File: src/rtl/sm4_sbox_sched.sv
// sm4_sbox_sched
//    Time-shares one 8-bit SM4 S-box between two 32-bit requesters.
//    Port 0 is the round-data path and gets L after substitution.
//    Port 1 is the key-expansion path and gets L' after substitution.
//    A raw request returns the substituted word (tau) without any linear transform.
//    The word is pushed through the S-box one byte per cycle, MSB byte first.
//
//    Ports
//       clk, rst                 core clock, synchronous active-high reset
//       reqN_valid/ready         request handshake; ready is combinational and only in IDLE
//       reqN_word, reqN_raw      input word; raw = 1 skips the linear transform
//       rsp_valid/ready          result handshake; the result is held until accepted
//       rsp_id, rsp_data         issuing port and result word
//       busy                     high whenever the scheduler is not idle
//
//    state | meaning
//    ------+--------------------------------------------------------------
//    IDLE  | waiting for a request; arbitration drives reqN_ready
//    SUB   | substituting byte cnt of the working word, one byte per cycle
//    RESP  | result registered and presented until rsp_ready

module sm4_sbox (
   input  logic [7:0] din,
   output logic [7:0] dout
);
   localparam logic [7:0] SBOX_TABLE [256] = '{
      8'hd6, 8'h90, 8'he9, 8'hfe, 8'hcc, 8'he1, 8'h3d, 8'hb7, 8'h16, 8'hb6, 8'h14, 8'hc2, 8'h28, 8'hfb, 8'h2c, 8'h05,
      8'h2b, 8'h67, 8'h9a, 8'h76, 8'h2a, 8'hbe, 8'h04, 8'hc3, 8'haa, 8'h44, 8'h13, 8'h26, 8'h49, 8'h86, 8'h06, 8'h99,
      8'h9c, 8'h42, 8'h50, 8'hf4, 8'h91, 8'hef, 8'h98, 8'h7a, 8'h33, 8'h54, 8'h0b, 8'h43, 8'hed, 8'hcf, 8'hac, 8'h62,
      8'he4, 8'hb3, 8'h1c, 8'ha9, 8'hc9, 8'h08, 8'he8, 8'h95, 8'h80, 8'hdf, 8'h94, 8'hfa, 8'h75, 8'h8f, 8'h3f, 8'ha6,
      8'h47, 8'h07, 8'ha7, 8'hfc, 8'hf3, 8'h73, 8'h17, 8'hba, 8'h83, 8'h59, 8'h3c, 8'h19, 8'he6, 8'h85, 8'h4f, 8'ha8,
      8'h68, 8'h6b, 8'h81, 8'hb2, 8'h71, 8'h64, 8'hda, 8'h8b, 8'hf8, 8'heb, 8'h0f, 8'h4b, 8'h70, 8'h56, 8'h9d, 8'h35,
      8'h1e, 8'h24, 8'h0e, 8'h5e, 8'h63, 8'h58, 8'hd1, 8'ha2, 8'h25, 8'h22, 8'h7c, 8'h3b, 8'h01, 8'h21, 8'h78, 8'h87,
      8'hd4, 8'h00, 8'h46, 8'h57, 8'h9f, 8'hd3, 8'h27, 8'h52, 8'h4c, 8'h36, 8'h02, 8'he7, 8'ha0, 8'hc4, 8'hc8, 8'h9e,
      8'hea, 8'hbf, 8'h8a, 8'hd2, 8'h40, 8'hc7, 8'h38, 8'hb5, 8'ha3, 8'hf7, 8'hf2, 8'hce, 8'hf9, 8'h61, 8'h15, 8'ha1,
      8'he0, 8'hae, 8'h5d, 8'ha4, 8'h9b, 8'h34, 8'h1a, 8'h55, 8'had, 8'h93, 8'h32, 8'h30, 8'hf5, 8'h8c, 8'hb1, 8'he3,
      8'h1d, 8'hf6, 8'he2, 8'h2e, 8'h82, 8'h66, 8'hca, 8'h60, 8'hc0, 8'h29, 8'h23, 8'hab, 8'h0d, 8'h53, 8'h4e, 8'h6f,
      8'hd5, 8'hdb, 8'h37, 8'h45, 8'hde, 8'hfd, 8'h8e, 8'h2f, 8'h03, 8'hff, 8'h6a, 8'h72, 8'h6d, 8'h6c, 8'h5b, 8'h51,
      8'h8d, 8'h1b, 8'haf, 8'h92, 8'hbb, 8'hdd, 8'hbc, 8'h7f, 8'h11, 8'hd9, 8'h5c, 8'h41, 8'h1f, 8'h10, 8'h5a, 8'hd8,
      8'h0a, 8'hc1, 8'h31, 8'h88, 8'ha5, 8'hcd, 8'h7b, 8'hbd, 8'h2d, 8'h74, 8'hd0, 8'h12, 8'hb8, 8'he5, 8'hb4, 8'hb0,
      8'h89, 8'h69, 8'h97, 8'h4a, 8'h0c, 8'h96, 8'h77, 8'h7e, 8'h65, 8'hb9, 8'hf1, 8'h09, 8'hc5, 8'h6e, 8'hc6, 8'h84,
      8'h18, 8'hf0, 8'h7d, 8'hec, 8'h3a, 8'hdc, 8'h4d, 8'h20, 8'h79, 8'hee, 8'h5f, 8'h3e, 8'hd7, 8'hcb, 8'h39, 8'h48
   };

   assign dout = SBOX_TABLE[din];
endmodule

module sm4_sbox_sched #(
   parameter bit RR_EN = 1'b1
) (
   input  logic        clk,
   input  logic        rst,
   input  logic        req0_valid,
   output logic        req0_ready,
   input  logic [31:0] req0_word,
   input  logic        req0_raw,
   input  logic        req1_valid,
   output logic        req1_ready,
   input  logic [31:0] req1_word,
   input  logic        req1_raw,
   output logic        rsp_valid,
   input  logic        rsp_ready,
   output logic        rsp_id,
   output logic [31:0] rsp_data,
   output logic        busy
);
   typedef enum logic [1:0] {IDLE, SUB, RESP} state_t;

   state_t      state;
   logic [31:0] work;
   logic        raw_q;
   logic        id_q;
   logic [1:0]  cnt;
   logic        last_gnt;

   logic        gnt0;
   logic        gnt1;
   logic [7:0]  sbox_in;
   logic [7:0]  sbox_out;
   logic [31:0] tau_word;
   logic [31:0] result;

   function automatic logic [31:0] rotl(input logic [31:0] x, input int n);
      return (x << n) | (x >> (32 - n));
   endfunction

   function automatic logic [31:0] lin_data(input logic [31:0] b);
      return b ^ rotl(b, 2) ^ rotl(b, 10) ^ rotl(b, 18) ^ rotl(b, 24);
   endfunction

   function automatic logic [31:0] lin_key(input logic [31:0] b);
      return b ^ rotl(b, 13) ^ rotl(b, 23);
   endfunction

   // A tie goes to the port that did not win the last accepted grant, so a
   // stalled request never counts as a turn.
   always_comb begin
      gnt0 = 1'b0;
      gnt1 = 1'b0;
      if (state == IDLE) begin
         if (req0_valid && req1_valid) begin
            if (RR_EN && (last_gnt == 1'b0)) begin
               gnt1 = 1'b1;
            end else begin
               gnt0 = 1'b1;
            end
         end else begin
            gnt0 = req0_valid;
            gnt1 = req1_valid;
         end
      end
   end

   assign req0_ready = gnt0;
   assign req1_ready = gnt1;

   always_comb begin
      case (cnt)
         2'd0:    sbox_in = work[31:24];
         2'd1:    sbox_in = work[23:16];
         2'd2:    sbox_in = work[15:8];
         default: sbox_in = work[7:0];
      endcase
   end

   sm4_sbox u_sbox (
      .din  (sbox_in),
      .dout (sbox_out)
   );

   // Only meaningful while cnt == 3: the upper three bytes are already
   // substituted and the last byte is coming out of the S-box this cycle.
   assign tau_word = {work[31:8], sbox_out};

   always_comb begin
      if (raw_q) begin
         result = tau_word;
      end else if (id_q) begin
         result = lin_key(tau_word);
      end else begin
         result = lin_data(tau_word);
      end
   end

   always_ff @(posedge clk) begin
      if (rst) begin
         state     <= IDLE;
         work      <= 32'd0;
         raw_q     <= 1'b0;
         id_q      <= 1'b0;
         cnt       <= 2'd0;
         last_gnt  <= 1'b1;
         rsp_valid <= 1'b0;
         rsp_id    <= 1'b0;
         rsp_data  <= 32'd0;
         busy      <= 1'b0;
      end else begin
         case (state)
            IDLE: begin
               if (gnt0 || gnt1) begin
                  work     <= gnt1 ? req1_word : req0_word;
                  raw_q    <= gnt1 ? req1_raw  : req0_raw;
                  id_q     <= gnt1;
                  last_gnt <= gnt1;
                  cnt      <= 2'd0;
                  busy     <= 1'b1;
                  state    <= SUB;
               end
            end
            SUB: begin
               case (cnt)
                  2'd0:    work[31:24] <= sbox_out;
                  2'd1:    work[23:16] <= sbox_out;
                  2'd2:    work[15:8]  <= sbox_out;
                  default: work[7:0]   <= sbox_out;
               endcase
               cnt <= cnt + 2'd1;
               if (cnt == 2'd3) begin
                  rsp_data  <= result;
                  rsp_id    <= id_q;
                  rsp_valid <= 1'b1;
                  state     <= RESP;
               end
            end
            RESP: begin
               if (rsp_ready) begin
                  rsp_valid <= 1'b0;
                  busy      <= 1'b0;
                  state     <= IDLE;
               end
            end
            default: begin
               state <= IDLE;
            end
         endcase
      end
   end
endmodule

File: config.mk
export PLATFORM = sky130hd
export DESIGN_NAME = sm4_sbox_sched
export DESIGN_NICKNAME = d
export VERILOG_FILES = /design/src/rtl/sm4_sbox_sched.sv
export SDC_FILE = /design/constraint.sdc
export NUM_CORES = 1
export LEC_CHECK = 0
export ABC_AREA = 1
export CORE_MARGIN = 5
export CORE_UTILIZATION = 30
export CTS_CLUSTER_SIZE = 8
export DETAILED_ROUTE_END_ITERATION = 7
export PLACE_DENSITY = 0.5
export REMOVE_ABC_BUFFERS = 1
export SLEW_MARGIN = 20
export SYNTH_ARGS = -nofsm -noshare
export SYNTH_HDL_FRONTEND = slang
export SYNTH_SLANG_ARGS = --single-unit
export TNS_END_PERCENT = 100
File: constraint.sdc
create_clock -name clk -period 5.8 [get_ports clk]
set_input_delay 0.58 -clock clk [delete_from_list [all_inputs] [get_ports clk]]
set_output_delay 0.58 -clock clk [all_outputs]
set_load 0.01 [all_outputs]
==> flow_metrics.py, run 1 <==
metrics = {
    "outcome": {
        "outcome": "finished, final reports clean",
    },
    "sta": {
        "setup_violations": 0,
        "fin_crit_sh_pct": 78.8,
        "worst_clock_skew_ns": 0.0150,
        "final-hold-violation-count": 0,
        "max_slew.worst_pin.slew_ns": 0.974,
        "rsz0062_at_grt": "no",
        "slew_viol_final": 0,
        "max_freq_ghz": 0.219,
        "setup_tns_ns": 0,
        "relSlewSlack_pct": 35.1,
        "period_minus_slack_ns": 4.57,
    },
    "min_path": {
        "min-delay-path-class": "flop to flop",
    },
    "placement": {
        "dp.cells": 2008,
        "hpwlAfterDp_um": 32000,
        "gp_congestion": 0.956,
        "numPortBuffers": 107,
    },
    "detailed_routing": {
        "ant_nets": 0,
        "wire_per_inst_um": 21.9,
        "drtPass1Iterations": 8,
        "vias_per_cell": 5.61,
        "drc": 0,
        "wirelength_um": 44400,
        "vias": 11400,
        "drt_iter0_drc": 1545,
    },
    "floorplanning": {
        "rows": 64,
        "dieHeight_um": 185,
        "die_area_um2": 34300,
        "start_util_pct": 30.2,
        "die_x_um": 185,
        "io_pins": 108,
        "coreArea_um2": 30400,
    },
    "worst_setup_path": {
        "worstSetupPathType": "flop to flop",
        "crit_end": "rsp_data[18]",
        "crit_path_max_incr_delay_ns": 0.42,
        "regToRegEndpoint": "rsp_data[18]",
        "critPathLaunch": "cnt[0]",
        "crit_chain": "inv_1 > ha_1 > nand2_1 > nand2_1 > nor2_1 > nor2_2 > ha_1 > inv_1 > nand3_1 > nand2_1 > nand2_1 > nand3_1 > nand2_1 > nand2_1 > nand3_1 > nand3_1 > nand2_1 > or2_2 > nand3_1 > nand3_1 > nand2_1 > a21oi_1",
        "crit_path_start_kind": "flop",
        "path_max_fanout": 13,
        "worstSetupEndpointType": "flop",
        "reg2reg_depth": 22,
        "rr_startpoint": "cnt[0]",
        "crit_slowest_cell": "nand3_1",
        "cpMostUsedCell": "nand2_1",
        "crit_arrival_ns": 4.79,
        "timing.reg2reg.setup_slack_ns": 1.23,
        "cp.required_ns": 6.02,
    },
    "clocking": {
        "hold_buffers": 0,
        "clkSinkCount": 74,
        "cts_buffers": 9,
        "cts_tree": "built",
        "cts_resized": 0,
        "clk_path_buf_depth": 2,
        "path_clk_slew_ns": 0.07,
        "postCtsSetupBuffers": 0,
        "cts_root_buf": "clkbuf_16",
        "htree_levels": 3,
        "clock_latency_ns": 0.35,
    },
    "synth": {
        "synth_area_leaders": "nand3_1 18%, nand2_1 17%, dfxtp_1 16%, o21ai_0 4.7%, xnor2_1 4.7%",
        "yosysWarnings": 0,
        "seq_area_frac_synth_pct": 16.1,
        "netlist.area_leader.share_pct": 17.9,
        "synthCells": 1602,
        "synth_area_per_cell_um2": 5.74,
        "synth_cell_types": 40,
        "synthArstFlopShare_pct": 0,
        "synth_area_um2": 9200,
        "synth_top_area_cell": "nand3_1",
        "synth-main-ff-cell": "dfxtp_1",
        "ys_seq_elements": 74,
        "synth_edf_count": 0,
    },
    "grt": {
        "grt_pass1_vias": 10700,
        "antenna_found_initial": 0,
        "gr-total-overflow": 0,
        "grt_start_max_net_pins": 84,
        "grt_use_total_pct": 25.5,
        "grt_pass1_wl_um": 67500,
    },
    "final_layout": {
        "drive_gt1_share_pct": 7.56,
        "fin_cells": 2024,
        "final_common_cell": "nand2_1",
        "synthToLayoutAreaGrowth_pct": 15.4,
        "antenna_cells": 0,
        "final-seq-area_um2": 1480,
        "layout_common_cells": "422 x nand2_1, 329 x nand3_1, 108 x nor2_1",
        "utilization_pct": 34.9,
        "layout.nets": 1709,
        "nFillCells": 3456,
        "multi_input_area_um2": 6700,
    },
    "run": {
        "cap_violations": 0,
    },
    "power_and_ir_drop": {
        "powerDensity_nw_per_um2": 433,
        "p_leak_nw": 4.73,
        "peakVddDrop_uv": 165,
    },
}
## worst max-delay path, delay by kind of cell (launching register included)
family	cells	cell delay, ns
flops	1	0.33
simple gates	17	3.04
fa+ha+maj	2	0.71
compound gates	1	0.06
buf+inv	2	0.31
## per-layer routing
metal  global-route usage (%)  routed length (um)
met5                        0                   0
met3                     4.65                3700
met4                     8.04                1400
met1                     36.3               20000
met2                     39.1               19300
## per-stage QoR
stage               cell area, um2  hold slack [ns]  total power [mW]  worst slack [ns]
floorplan                     8520            0.451              2.85             0.259
global placement             10300            0.455              3.97              1.34
detailed placement           10300            0.458              3.93              1.40
CTS                          10600            0.468              4.52              1.40
global route                 10600            0.483              4.94             0.983
finish                       10600            0.463              4.59              1.23
## logic make-up (layout without fill, tap and decap cells)
logic type	Yosys count	after routing	share of synthesized area (%)
adders and majority gates	15	15	2.04
buffers and inverters	221	247	11.4
xor gates and xnor gates	93	93	8.85
and+or+nand+nor	943	943	46.0
DFF	74	74	16.1
AOI/OAI and AO/OA	256	256	15.6
## worst min-delay path by stage
stage / slack (ns) / cells after the start / from / endpoint
detailed placement: 0.46 / 2 / rsp_data[11] / rsp_data[11]
global placement: 0.45 / 2 / rsp_data[5] / rsp_data[5]
global route: 0.48 / 2 / rsp_data[5] / rsp_data[5]
floorplan: 0.45 / 2 / last_gnt / last_gnt
CTS: 0.47 / 2 / rsp_data[11] / rsp_data[11]
finish: 0.46 / 2 / rsp_data[12] / rsp_data[12]
## final cells by class
cell class | instances | area share, %
inverters | 99 | 3.52
flip-flops and latches | 74 | 14.0
well taps | 396 | 4.67
clock inverters | 6 | 0.613
multi-input cells | 1307 | 63.1
clock buffers | 10 | 2.16
repair buffers | 132 | 12.0
## state kept, by name (all words and copies together) (netlist names)
| register | count |
|---|---|
| work | 32 |
| rsp_valid | 1 |
| rsp_data | 32 |
| id_q | 1 |
| busy | 1 |
| rsp_id | 1 |
| cnt | 2 |
| raw_q | 1 |
| state | 2 |
| last_gnt | 1 |
## synth_stat cells (all sizes together), types with 27 or more instances
library cell,count
nand2,444
xor2,44
o21ai,106
or2,27
dfxtp,74
clkbuf,45
nand3,339
inv,96
buf,77
a21oi,86
nor2,118
xnor2,49
a31oi,36
## power breakdown
part	internal [mW]	switching [mW]	total, mW
clock network	0.335	0.245	0.579
logic	1.04	2.30	3.34
registers	0.554	0.122	0.676
total	1.93	2.66	4.59
Power figures use the tool's default switching activity.
==> run 2: changes to the inputs <==
==> constraint.sdc (replaced) <==
create_clock -name clk -period 4.6 [get_ports clk]
set_input_delay 0.46 -clock clk [delete_from_list [all_inputs] [get_ports clk]]
set_output_delay 0.46 -clock clk [all_outputs]
set_load 0.01 [all_outputs]
==> flow_metrics.py, run 2 (same netlist as run 1, synthesis figures left out) <==
metrics = {
    "floorplanning": {
        "dieHeight_um": 185,
        "die_area_um2": 34300,
        "start_util_pct": 30.2,
        "die_x_um": 185,
        "rows": 64,
        "io_pins": 108,
        "coreArea_um2": 30400,
    },
    "worst_setup_path": {
        "regToRegEndpoint": "rsp_data[13]",
        "timing.reg2reg.setup_slack_ns": 0.53,
        "crit_chain": "inv_1 > ha_1 > nand2_1 > nand2_1 > nor2_1 > nor2_2 > ha_1 > nand2_1 > nand2_1 > nand2_1 > nand3_1 > nand3_1 > nand3_1 > nand3_1 > nand2_1 > or2_2 > nand3_1 > nand3_1 > nand2_1 > a21oi_1",
        "worstSetupPathType": "flop to flop",
        "path_max_fanout": 13,
        "reg2reg_depth": 20,
        "worstSetupEndpointType": "flop",
        "crit_buf_inv": 1,
        "crit_path_max_incr_delay_ns": 0.41,
        "crit_family": "simple AND/OR/NAND/NOR gates",
        "rr_startpoint": "cnt[0]",
        "cpMostUsedCell": "nand2_1",
        "crit_slowest_cell": "or2_2",
        "cp.required_ns": 4.81,
        "crit_path_start_kind": "flop",
        "crit_arrival_ns": 4.29,
    },
    "clocking": {
        "clk_path_buf_depth": 2,
        "cts_tree": "built",
        "clkSinkCount": 74,
        "cts_resized": 0,
        "postCtsSetupBuffers": 0,
        "cts_buffers": 9,
        "clock_latency_ns": 0.35,
        "hold_buffers": 0,
        "path_clk_slew_ns": 0.06,
        "htree_levels": 3,
        "cts_root_buf": "clkbuf_16",
    },
    "grt": {
        "grt_start_max_net_pins": 84,
        "use_met2_pct": 38.4,
        "gr-usage-met1_pct": 35.9,
        "grt_pass1_vias": 10900,
        "antenna_found_initial": 0,
        "grt.busiest_layer": "met2",
        "grt_use_met3_pct": 5.28,
        "grt_use_total_pct": 25.3,
        "gr-total-overflow": 0,
        "grt_pass1_wl_um": 67300,
    },
    "final_layout": {
        "layout.nets": 1752,
        "final_common_cell": "nand2_1",
        "final-seq-area_um2": 1480,
        "multi_input_area_um2": 6700,
        "antenna_cells": 0,
        "fin_area_um2": 11000,
        "nFillCells": 3395,
        "drive_gt1_share_pct": 9.93,
        "synthToLayoutAreaGrowth_pct": 19.4,
        "fin_cells": 2067,
        "layout_common_cells": "422 x nand2_1, 329 x nand3_1, 108 x nor2_1",
        "top_regs": "rsp_data x32, work x32",
        "utilization_pct": 36.1,
    },
    "sta": {
        "fin_crit_sh_pct": 88.5,
        "max_slew.worst_pin.slew_ns": 1.05,
        "final-hold-violation-count": 0,
        "slew_viol_final": 0,
        "max_freq_ghz": 0.246,
        "period_minus_slack_ns": 4.07,
        "setup_ws_ns": 0.528,
        "setup_violations": 0,
        "hold_slack_ns": 0.462,
        "relSlewSlack_pct": 29.6,
        "worst_clock_skew_ns": 0.0131,
        "rsz0062_at_grt": "no",
        "setup_tns_ns": 0,
    },
    "power_and_ir_drop": {
        "p_leak_nw": 4.96,
        "powerDensity_nw_per_um2": 542,
        "p_total_mw": 5.95,
        "peakVddDrop_uv": 206,
    },
    "detailed_routing": {
        "drt_iter0_drc": 1437,
        "drc": 0,
        "wirelength_um": 43900,
        "ant_nets": 0,
        "drtPass1Iterations": 6,
        "vias_per_cell": 5.52,
        "vias": 11400,
        "wire_per_inst_um": 21.2,
    },
    "min_path": {
        "min-delay-path-class": "flop to flop",
        "whs_endpoint": "rsp_data[24]",
        "min_from": "rsp_data[24]",
        "whs_path_depth": 2,
    },
    "placement": {
        "gp_congestion": 0.984,
        "dp_slack_ns": 0.619,
        "numPortBuffers": 107,
        "hpwlAfterDp_um": 32000,
        "placed_area_um2": 10700,
        "dp.cells": 2051,
    },
    "outcome": {
        "outcome": "finished, final reports clean",
    },
    "run": {
        "cap_violations": 0,
    },
}
[run 2: cell types whose count changed in the layout (fill, tap and decap cells not counted), sizes merged]
cell,before,now
clkinv,6,7
buf,25,68
clkinvlp,1,0
[run 2: worst max path at each step]
stage	startpoint	to	slack, ns	cells past startpoint
detailed placement	cnt[0]	rsp_data[13]	0.62	23
finish	cnt[0]	rsp_data[13]	0.53	20
CTS	cnt[0]	rsp_data[13]	0.58	23
global route	cnt[1]	rsp_data[13]	0.22	23
global placement	cnt[0]	rsp_data[2]	0.70	19
floorplan	cnt[0]	rsp_data[26]	-0.94	19
[run 2: worst register-to-register path: cells and delay by family, from the launching register on]
family	cells	cell delay, ns
compound gates	1	0.06
buf+inv	1	0.13
flops	1	0.33
fa+ha+maj	2	0.69
simple gates	16	2.74
[run 2: per-layer routing]
layer	vias to the layer above	routed length (um)
met5	-	0
met1	5318	20100
met2	565	18800
met4	0	1430
met3	82	3580
li1	5450	-
[run 2: power breakdown]
group          leakage (nW)  total [mW]  internal (mW)  switching [mW]
logic                  4.21        4.46           1.48            2.98
clock network         0.147       0.727          0.423           0.304
registers             0.606       0.761          0.698          0.0631
[run 2: final cells by class]
| class | instances | share of cell area (%) |
|---|---|---|
| Timing Repair Buffer | 175 | 14.9 |
| Clock buffer | 10 | 2.09 |
| Multi-Input combinational cell | 1307 | 61.0 |
| Tap cell | 396 | 4.51 |
| Clock inverter | 6 | 0.604 |
| Sequential cell | 74 | 13.5 |
| Inverter | 99 | 3.41 |
==> run 3: changes to the inputs <==
--- a/config.mk
+++ b/config.mk
@@ -16,4 +16,4 @@
 export SYNTH_ARGS = -nofsm -noshare
 export SYNTH_HDL_FRONTEND = slang
 export SYNTH_SLANG_ARGS = --single-unit
-export TNS_END_PERCENT = 100
+export TNS_END_PERCENT = 30
==> results of run 3 <==
Final layout, timing and power as in run 2 (identical DEF).
